[config.mk]
export PLATFORM = sky130hd
export DESIGN_NAME = hazard_scoreboard
export DESIGN_NICKNAME = d
export VERILOG_FILES = /design/src/rtl/hazard_pkg.sv /design/src/rtl/hazard_sb_entry.sv /design/src/rtl/hazard_scoreboard.sv
export SDC_FILE = /design/constraint.sdc
export NUM_CORES = 1
export LEC_CHECK = 0
export CAP_MARGIN = 5
export CELL_PAD_IN_SITES_DETAIL_PLACEMENT = 1
export CELL_PAD_IN_SITES_GLOBAL_PLACEMENT = 1
export CORE_ASPECT_RATIO = 1.1
export CORE_UTILIZATION = 45
export DETAILED_ROUTE_END_ITERATION = 8
export PLACE_DENSITY = 0.85
export RECOVER_POWER = 50
export SYNTH_ARGS = -nofsm -noshare
export SYNTH_HDL_FRONTEND = slang
export SYNTH_HIERARCHICAL = 1
export SYNTH_SLANG_ARGS = --single-unit
[constraint.sdc]
create_clock -name clk -period 3.7 [get_ports clk]
set_clock_uncertainty 0.05 [all_clocks]
set_input_delay 0.37 -clock clk [delete_from_list [all_inputs] [get_ports clk]]
set_output_delay 0.37 -clock clk [all_outputs]
set_load 0.02 [all_outputs]
[src/rtl/hazard_pkg.sv]
// Shared widths, entry record and latency clamp for the hazard scoreboard.
package hazard_pkg;
    localparam int NUM_REGS = 32;
    localparam int REG_W    = 5;
    localparam int MAX_LAT  = 8;
    localparam int LAT_W    = 4;

    typedef struct packed {
        logic             busy;
        logic             is_var;
        logic [LAT_W-1:0] cnt;
    } sb_entry_t;

    // Zero is illegal and runs as one cycle; oversize requests saturate.
    function automatic logic [LAT_W-1:0] sat_lat(input logic [LAT_W-1:0] lat);
        if (lat == '0)
            return LAT_W'(1);
        else if (lat > LAT_W'(MAX_LAT))
            return LAT_W'(MAX_LAT);
        else
            return lat;
    endfunction
endpackage

[src/rtl/hazard_sb_entry.sv]
// One scoreboard entry: pending flag, load flag and fixed-latency countdown.
module hazard_sb_entry
    import hazard_pkg::*;
(
    input  logic             clk,
    input  logic             rst_n,
    input  logic             set_en,
    input  logic             set_var,
    input  logic [LAT_W-1:0] set_lat,
    input  logic             clr_ld,
    input  logic             freeze,
    output logic             busy,
    output logic             is_var
);
    sb_entry_t ent_q, ent_d;

    always_comb begin
        ent_d = ent_q;
        if (ent_q.busy && !ent_q.is_var && !freeze) begin
            if (ent_q.cnt <= LAT_W'(1))
                ent_d = '0;
            else
                ent_d.cnt = ent_q.cnt - LAT_W'(1);
        end
        // Load retire is honoured regardless of freeze.
        if (clr_ld && ent_q.busy && ent_q.is_var)
            ent_d = '0;
        // A new issue overrides any clear landing on the same edge.
        if (set_en) begin
            ent_d.busy   = 1'b1;
            ent_d.is_var = set_var;
            ent_d.cnt    = set_var ? '0 : sat_lat(set_lat);
        end
    end

    always_ff @(posedge clk or negedge rst_n) begin
        if (!rst_n)
            ent_q <= '0;
        else
            ent_q <= ent_d;
    end

    assign busy   = ent_q.busy;
    assign is_var = ent_q.is_var;
endmodule

[src/rtl/hazard_scoreboard.sv]
// Multi-writer hazard unit beside ID: index decoders, per-register entries and
// the RAW/WAW OR tree that holds the ID instruction.
module hazard_scoreboard
    import hazard_pkg::*;
(
    input  logic                clk,
    input  logic                rst_n,
    input  logic                id_valid,
    input  logic [REG_W-1:0]    id_rs1,
    input  logic [REG_W-1:0]    id_rs2,
    input  logic                id_rs1_used,
    input  logic                id_rs2_used,
    input  logic                id_wr,
    input  logic [REG_W-1:0]    id_rd,
    input  logic                id_var,
    input  logic [LAT_W-1:0]    id_lat,
    input  logic                ld_done,
    input  logic [REG_W-1:0]    ld_done_rd,
    input  logic                freeze,
    input  logic                flush,
    output logic                stall,
    output logic [NUM_REGS-1:0] busy_vec
);
    logic [NUM_REGS-1:0] busy_w, var_w;
    logic raw1, raw2, waw, issue;

    assign busy_w[0] = 1'b0;
    assign var_w[0]  = 1'b0;

    // Hazards look only at registered state, so a clear is seen a cycle later.
    assign raw1  = id_rs1_used && (id_rs1 != '0) && busy_w[id_rs1];
    assign raw2  = id_rs2_used && (id_rs2 != '0) && busy_w[id_rs2];
    assign waw   = id_wr && (id_rd != '0) && busy_w[id_rd];
    assign stall = id_valid && (raw1 || raw2 || waw);
    assign issue = id_valid && !stall && !flush && !freeze && id_wr && (id_rd != '0);

    genvar r;
    generate
        for (r = 1; r < NUM_REGS; r++) begin : g_ent
            hazard_sb_entry u_ent (
                .clk     (clk),
                .rst_n   (rst_n),
                .set_en  (issue && (id_rd == REG_W'(r))),
                .set_var (id_var),
                .set_lat (id_lat),
                .clr_ld  (ld_done && (ld_done_rd == REG_W'(r)) && var_w[r]),
                .freeze  (freeze),
                .busy    (busy_w[r]),
                .is_var  (var_w[r])
            );
        end
    endgenerate

    assign busy_vec = busy_w;
endmodule

Yosys cells after proc, flatten, opt, wreduce, memory -nomap -nowiden
Index checks and enable logic that the tools add are counted.
{"block": "word_totals", "regBits": 186, "input_bits": 34, "output_inout_bits": 33, "elab_cells": 747}
{"block": "classes", "add_sub_neg": 31, "magnitude_cmp": 35, "n_eq_ne": 62, "mux": 164, "reduce_logical": 362}
{"cell": "two-way mux 6 bit", "count": 93}
{"cell": "logical AND 1 bit", "count": 229}
{"cell": "nonzero test 3 bit", "count": 62}
{"cell": "equality test 5 bit, second input constant", "count": 32}
{"cell": "two-way mux 4 bit", "count": 34}
{"cell": "<= comparator 4 x 1 -> 1 bit, second input constant", "count": 31}
{"cell": "subtractor 4 x 1 -> 4 bit, second input constant", "count": 31}
{"cell": "equality test 5 x 4 -> 1 bit, second input constant", "count": 16}
{"cell": "two-way mux 2 bit", "count": 31}
{"cell": "AND reduction 2 bit", "count": 31}
{"cell": "equality test 5 x 3 -> 1 bit, second input constant", "count": 8}
{"cell": "logical NOT 1 bit", "count": 34}
{"cell": "equality test 5 x 2 -> 1 bit, second input constant", "count": 4}
{"cell": "less-than comparator 5 x 6 -> 1 bit, second input constant", "count": 3}
{"cell": "binary-select mux 1 bit (select 5 bit)", "count": 3}
{"cell": "nonzero test 5 bit", "count": 3}
{"cell": "equality test 5 x 1 -> 1 bit, second input constant", "count": 2}
{"cell": "greater-than comparator 4 bit, second input constant", "count": 1}
{"cell": "logical NOT 4 bit", "count": 1}
{"cell": "two-way mux 1 bit", "count": 3}
{"cell": "logical OR 1 bit", "count": 2}

Depth between registers and ports, before layout
{"block": "depth", "ltp_word": 15, "mapped_depth": 13}

By module
The synthesis kept the hierarchy.
{"module": "hazard_sb_entry", "n_inst": 31, "cells_each": 43, "area_each_um2": 422.9, "seq_area_each_um2": 150.1}
{"module": "hazard_scoreboard", "n_inst": 1, "cells_each": 208, "area_each_um2": 1640.3, "seq_area_each_um2": 0.0}

Worst setup path before layout
Ideal clock, no wire load.
{"block": "synth_timing", "path_type": "reg-to-reg", "start": "reg g_ent[11].u_ent.ent_q (netlist bit g_ent[11].u_ent/busy)", "end": "reg g_ent[17].u_ent/ent_q[0] (netlist bit)", "setup_time_ns": 0.125, "arrival_ns": 3.211, "t_required_ns": 3.525, "path_slack_ns": 0.314, "stages_incl_launch_ff": 12, "n_path_buf": 1, "path_cell_list": "dfrtp_1 > mux4_1 > mux2i_1 > o32a_2 > and3_4 > o211ai_4 > buf_6 > nor4_1 > a31oi_1 > o31ai_2 > o21ai_2 > mux2_2"}
{"block": "synth_between", "elab_chain_cells": 14, "word_cells_on_any_way": 21, "cone_classes": "mux (7); reduce/logical (14)"}
{"item": "from (decl)", "line": "hazard_sb_entry.sv:15", "rtl": "sb_entry_t ent_q, ent_d;"}
{"item": "from (signal assigned)", "line": "hazard_sb_entry.sv:40", "rtl": "ent_q <= ent_d;"}
{"item": "binary-select mux 1 bit (select 5 bit) (on tied branches)", "line": "hazard_scoreboard.sv:31, hazard_scoreboard.sv:32"}
{"item": "two-way mux 1 bit (on tied branches)", "line": "hazard_scoreboard.sv:31, hazard_scoreboard.sv:32"}
{"item": "logical AND 1 bit (on tied branches)", "line": "hazard_scoreboard.sv:31, hazard_scoreboard.sv:32"}
{"item": "logical OR 1 bit", "line": "hazard_scoreboard.sv:34", "rtl": "assign stall = id_valid && (raw1 || raw2 || waw);"}
{"item": "logical OR 1 bit *", "line": "hazard_scoreboard.sv:34"}
{"item": "logical AND 1 bit *", "line": "hazard_scoreboard.sv:34"}
{"item": "logical NOT 1 bit *", "line": "hazard_scoreboard.sv:35", "rtl": "assign issue = id_valid && !stall && !flush && !freeze && id_wr && (id_rd != '0);"}
{"item": "logical AND 1 bit * (5 in series)", "line": "hazard_scoreboard.sv:35"}
{"item": "logical AND 1 bit *", "line": "hazard_scoreboard.sv:43", "rtl": ".set_en (issue && (id_rd == REG_W'(r))),"}
{"item": "nonzero test 3 bit (no line) or two-way mux 6 bit (tied branches)"}
{"item": "to (signal assigned)", "line": "hazard_sb_entry.sv:40"}
{"item": "to (decl)", "line": "hazard_sb_entry.sv:15"}
Every way passes the cells marked *; elsewhere a longest branch is shown, timed or not. The select of a mux whose other input is x is not followed.
A chain may end at the register's enable or synchronous reset.

Final worst setup path
{"block": "layout_timing", "start": "reg g_ent[11].u_ent.ent_q (netlist bit g_ent[11].u_ent/busy)", "end": "out stall"}
{"block": "layout_between", "elab_chain_cells": 6, "word_cells_on_any_way": 12, "cone_classes": "mux (6); reduce/logical (6)"}
{"item": "binary-select mux 1 bit (select 5 bit) (on tied branches)", "line": "hazard_scoreboard.sv:31, hazard_scoreboard.sv:32"}
{"item": "two-way mux 1 bit (on tied branches)", "line": "hazard_scoreboard.sv:31, hazard_scoreboard.sv:32"}
{"item": "logical AND 1 bit (on tied branches)", "line": "hazard_scoreboard.sv:31, hazard_scoreboard.sv:32"}
{"item": "logical OR 1 bit", "line": "hazard_scoreboard.sv:34"}
{"item": "logical OR 1 bit *", "line": "hazard_scoreboard.sv:34"}
{"item": "logical AND 1 bit *", "line": "hazard_scoreboard.sv:34"}
{"item": "to (decl)", "line": "hazard_scoreboard.sv:21", "rtl": "output logic stall,"}
Marked as above.

==> results.yml <==
synthesis:
  synth.yosys.seq_area_share: 0.316
  synthCells: 1541
  synth-edff-count: 0
  avgSynthCellArea_um2: 9.57
  synth-main-ff-cell: "dfrtp_1"
  synthArstFlopShare: 1.00
  mappedNetlistArea_mm2: 0.0148
  ys_warn_count: 6
  synth_nets: 1637
  ys_seq_elements: 186
  ys_types: 59
pwr:
  power_switching_share: 0.411
  power_frac_comb: 0.454
  power_density_mw_per_mm2: 538
  p_leak_uw: 0.00750
  p_clk_frac: 0.202
  irDropWorstVdd_mv: 0.319
  p_sw_uw: 3790
  p_int_uw: 5440
  p_seq_frac: 0.344
grt:
  grt_usage: 0.293
  grt_max_degree: 92
  antenna_found_initial: 2
  grt_pass1_wl_um: 77200
  gr-total-overflow: 0
  grt_pass1_vias: 14400
finish:
  finalInstanceArea_mm2: 0.0172
  nFillCells: 3721
  layout_commonest_cell: "dfrtp_1"
  layout-drive-gt1-share: 0.236
  mostFrequentLayoutCells: "dfrtp_1 (185), nand2_1 (140), nor2_1 (139)"
  fin_cells: 2135
  area_growth_pct: 16.3
  final_util: 0.532
  final_nets: 1792
sta:
  slew_viol_final: 91
  finalCriticalPeriod_ns: 3.64
  rsz0062_at_grt: "false"
  holdWs_ns: 0.325
  worst_pin_slew_ns: 2.62
  setup_viol: 0
  tns_ns: 0
  fmax_mhz: 275
  slew_headroom: -0.750
  hold_viol_final: 0
  finalCritPeriodShare: 0.984
critical_path:
  cp-end-kind: "output pin"
  critPathMaxStageDelay_ns: 0.56
  cp_data_arrival_time_ns: 3.22
  cp_top_family: "multiplexers"
  timing.reg2reg.setup_slack_ns: 0.35
  crit_fanout: 12
  rr_worst_depth: 12
  cp.buffers_inverters: 2
  worstReg2RegEnd: "g_ent[13].u_ent/ent_q[2]"
  worstPathCellList: "mux4_1 > mux2i_1 > o32a_2 > and3_4 > o211ai_4 > buf_12 > and2_1 > clkdlybuf4s50_1"
  cp_slowest_cell: "mux4_1"
  cp.required_ns: 3.28
  worstSetupStartpointType: "flop"
  worstSetupPathType: "reg -> out"
  reg2reg_from: "g_ent[11].u_ent/busy"
floorplan:
  core-area_mm2: 0.0323
  initial_utilization: 0.457
  dieWidth_um: 175
  die_y_um: 192
  io_pins: 67
  rows: 69
  die-area_mm2: 0.0335
detailed_routing:
  drt_pass1_iterations: 5
  ant_nets: 0
  wl_per_cell_um: 22.5
  drt-initial-drc-count: 792
  drcViolationCount: 0
  vias: 13400
  vias_per_cell: 6.27
  wl_um: 48000
hold_path:
  hold_depth: 3
  hold_end: "g_ent[12].u_ent/is_var"
  hold_path_class: "in -> reg"
  min-delay-start: "id_var"
placement:
  place_hpwl_um: 33500
  place_inst: 2102
  placed_area_mm2: 0.0166
  gp_congestion: 0.901
  port_buffers: 65
clock_tree:
  cts_sinks: 186
  h-tree-depth: 4
  clk_pin_slew_ns: 0.08
  postCtsSetupRepairBufs: 0
  clock_latency_ns: 0.46
  cts_tree: "yes"
  cts.path.max_buffers: 2
  cts_buffers: 17
  root_buffer: "clkbuf_16"
outcome:
  status: "finished, violations left"
  violations: "capacitance limit, slew limit"
run:
  maxCapViolations: 1
## synth_stat cells (all sizes together) (36+ instances only)
library cell,count,share of area
a31oi,94,0.071
dfrtp,186,0.32
ha,62,0.053
inv,66,0.017
mux2,36,0.027
mux2i,44,0.030
nand2,140,0.036
nand2b,99,0.058
nor2,139,0.035
nor3,99,0.034
o21ai,219,0.090
## how the worst max path moves through the flow
| stage | start | endpoint | cells past startpoint |
|---|---|---|---|
| finish | g_ent[11].u_ent/busy | stall | 8 |
| global route | g_ent[11].u_ent/busy | stall | 8 |
| CTS | g_ent[10].u_ent/busy | stall | 8 |
| detailed placement | id_rs1[1] | g_ent[27].u_ent/ent_q[0] | 13 |
| global placement | id_rs1[1] | g_ent[13].u_ent/ent_q[0] | 13 |
| floorplan | g_ent[11].u_ent/busy | g_ent[17].u_ent/ent_q[0] | 11 |
## repair_timing
item / CTS / global route
endpoints found under the hold margin: 32 / 0
pin swaps: 0 / 0
gates resized for setup: 1 / 2
endpoints found under the setup margin: 1 / 1
hold buffers: 1 / 0
## final cells by class
type | count | area, um2 | area share
clock buffer | 19 | 453 | 0.0264
tap | 426 | 533 | 0.0311
multi-input combinational | 1269 | 9710 | 0.566
antenna | 1 | 2.50 | 0.000146
clock inverter | 12 | 114 | 0.00663
inverter | 66 | 248 | 0.0144
sequential | 186 | 4660 | 0.271
timing repair buffer | 156 | 1440 | 0.0840
## kinds of logic (layout without fill, tap and decap cells)
logic type	after synthesis	in the layout	synth area share
simple gates	625	625	0.262
compound gates	486	486	0.263
flops	186	186	0.316
mux	95	95	0.0813
buf+inv	86	253	0.0259
fa+ha+maj	62	62	0.0526
other cells	1	2	0.000254
## layer usage
metal,part of all wire,global-route usage,wire length (um),up-vias
li1,-,-,-,6050
met1,0.41,0.347,19700,6815
met2,0.49,0.501,23400,386
met3,0.051,0.0507,2450,138
met4,0.050,0.171,2390,0
met5,0,0,0,-
## metrics by stage
step	setup WS, ns	total power (uW)
after CTS	0.0565	9250
after detailed placement	-0.170	7310
after floorplan	0.314	6110
after global routing	0.00606	9820
after global placement	-0.0841	6970
final	0.0607	9230
## flip-flops by register name, indices dropped and copies added (netlist names)
register            flops
g_ent.u_ent/ent_q     124
g_ent.u_ent/busy       31
g_ent.u_ent/is_var     31
## power groups by stage
| stage | sequential (uW) | clock [uW] | combinational [uW] |
|---|---|---|---|
| after floorplan | 3070 | 0 | 3040 |
| after global routing | 3260 | 1960 | 4600 |
| final | 3180 | 1860 | 4190 |
| after CTS | 3170 | 1890 | 4190 |
| after global placement | 3140 | 0 | 3830 |
| after detailed placement | 3190 | 0 | 4120 |
## worst register-to-register path, stage by stage (launching register included)
cell and delay (ns):
dfrtp_1 0.52, mux4_1 0.56, mux2i_1 0.27, o32a_2 0.21, and3_4 0.20, o211ai_4 0.10, buf_12 0.19, nor4_1 0.34
buf_4 0.24, a31o_1 0.19, nor3_1 0.08, a21oi_1 0.19, o21ai_1 0.09
(Power assumes the default switching activity.)
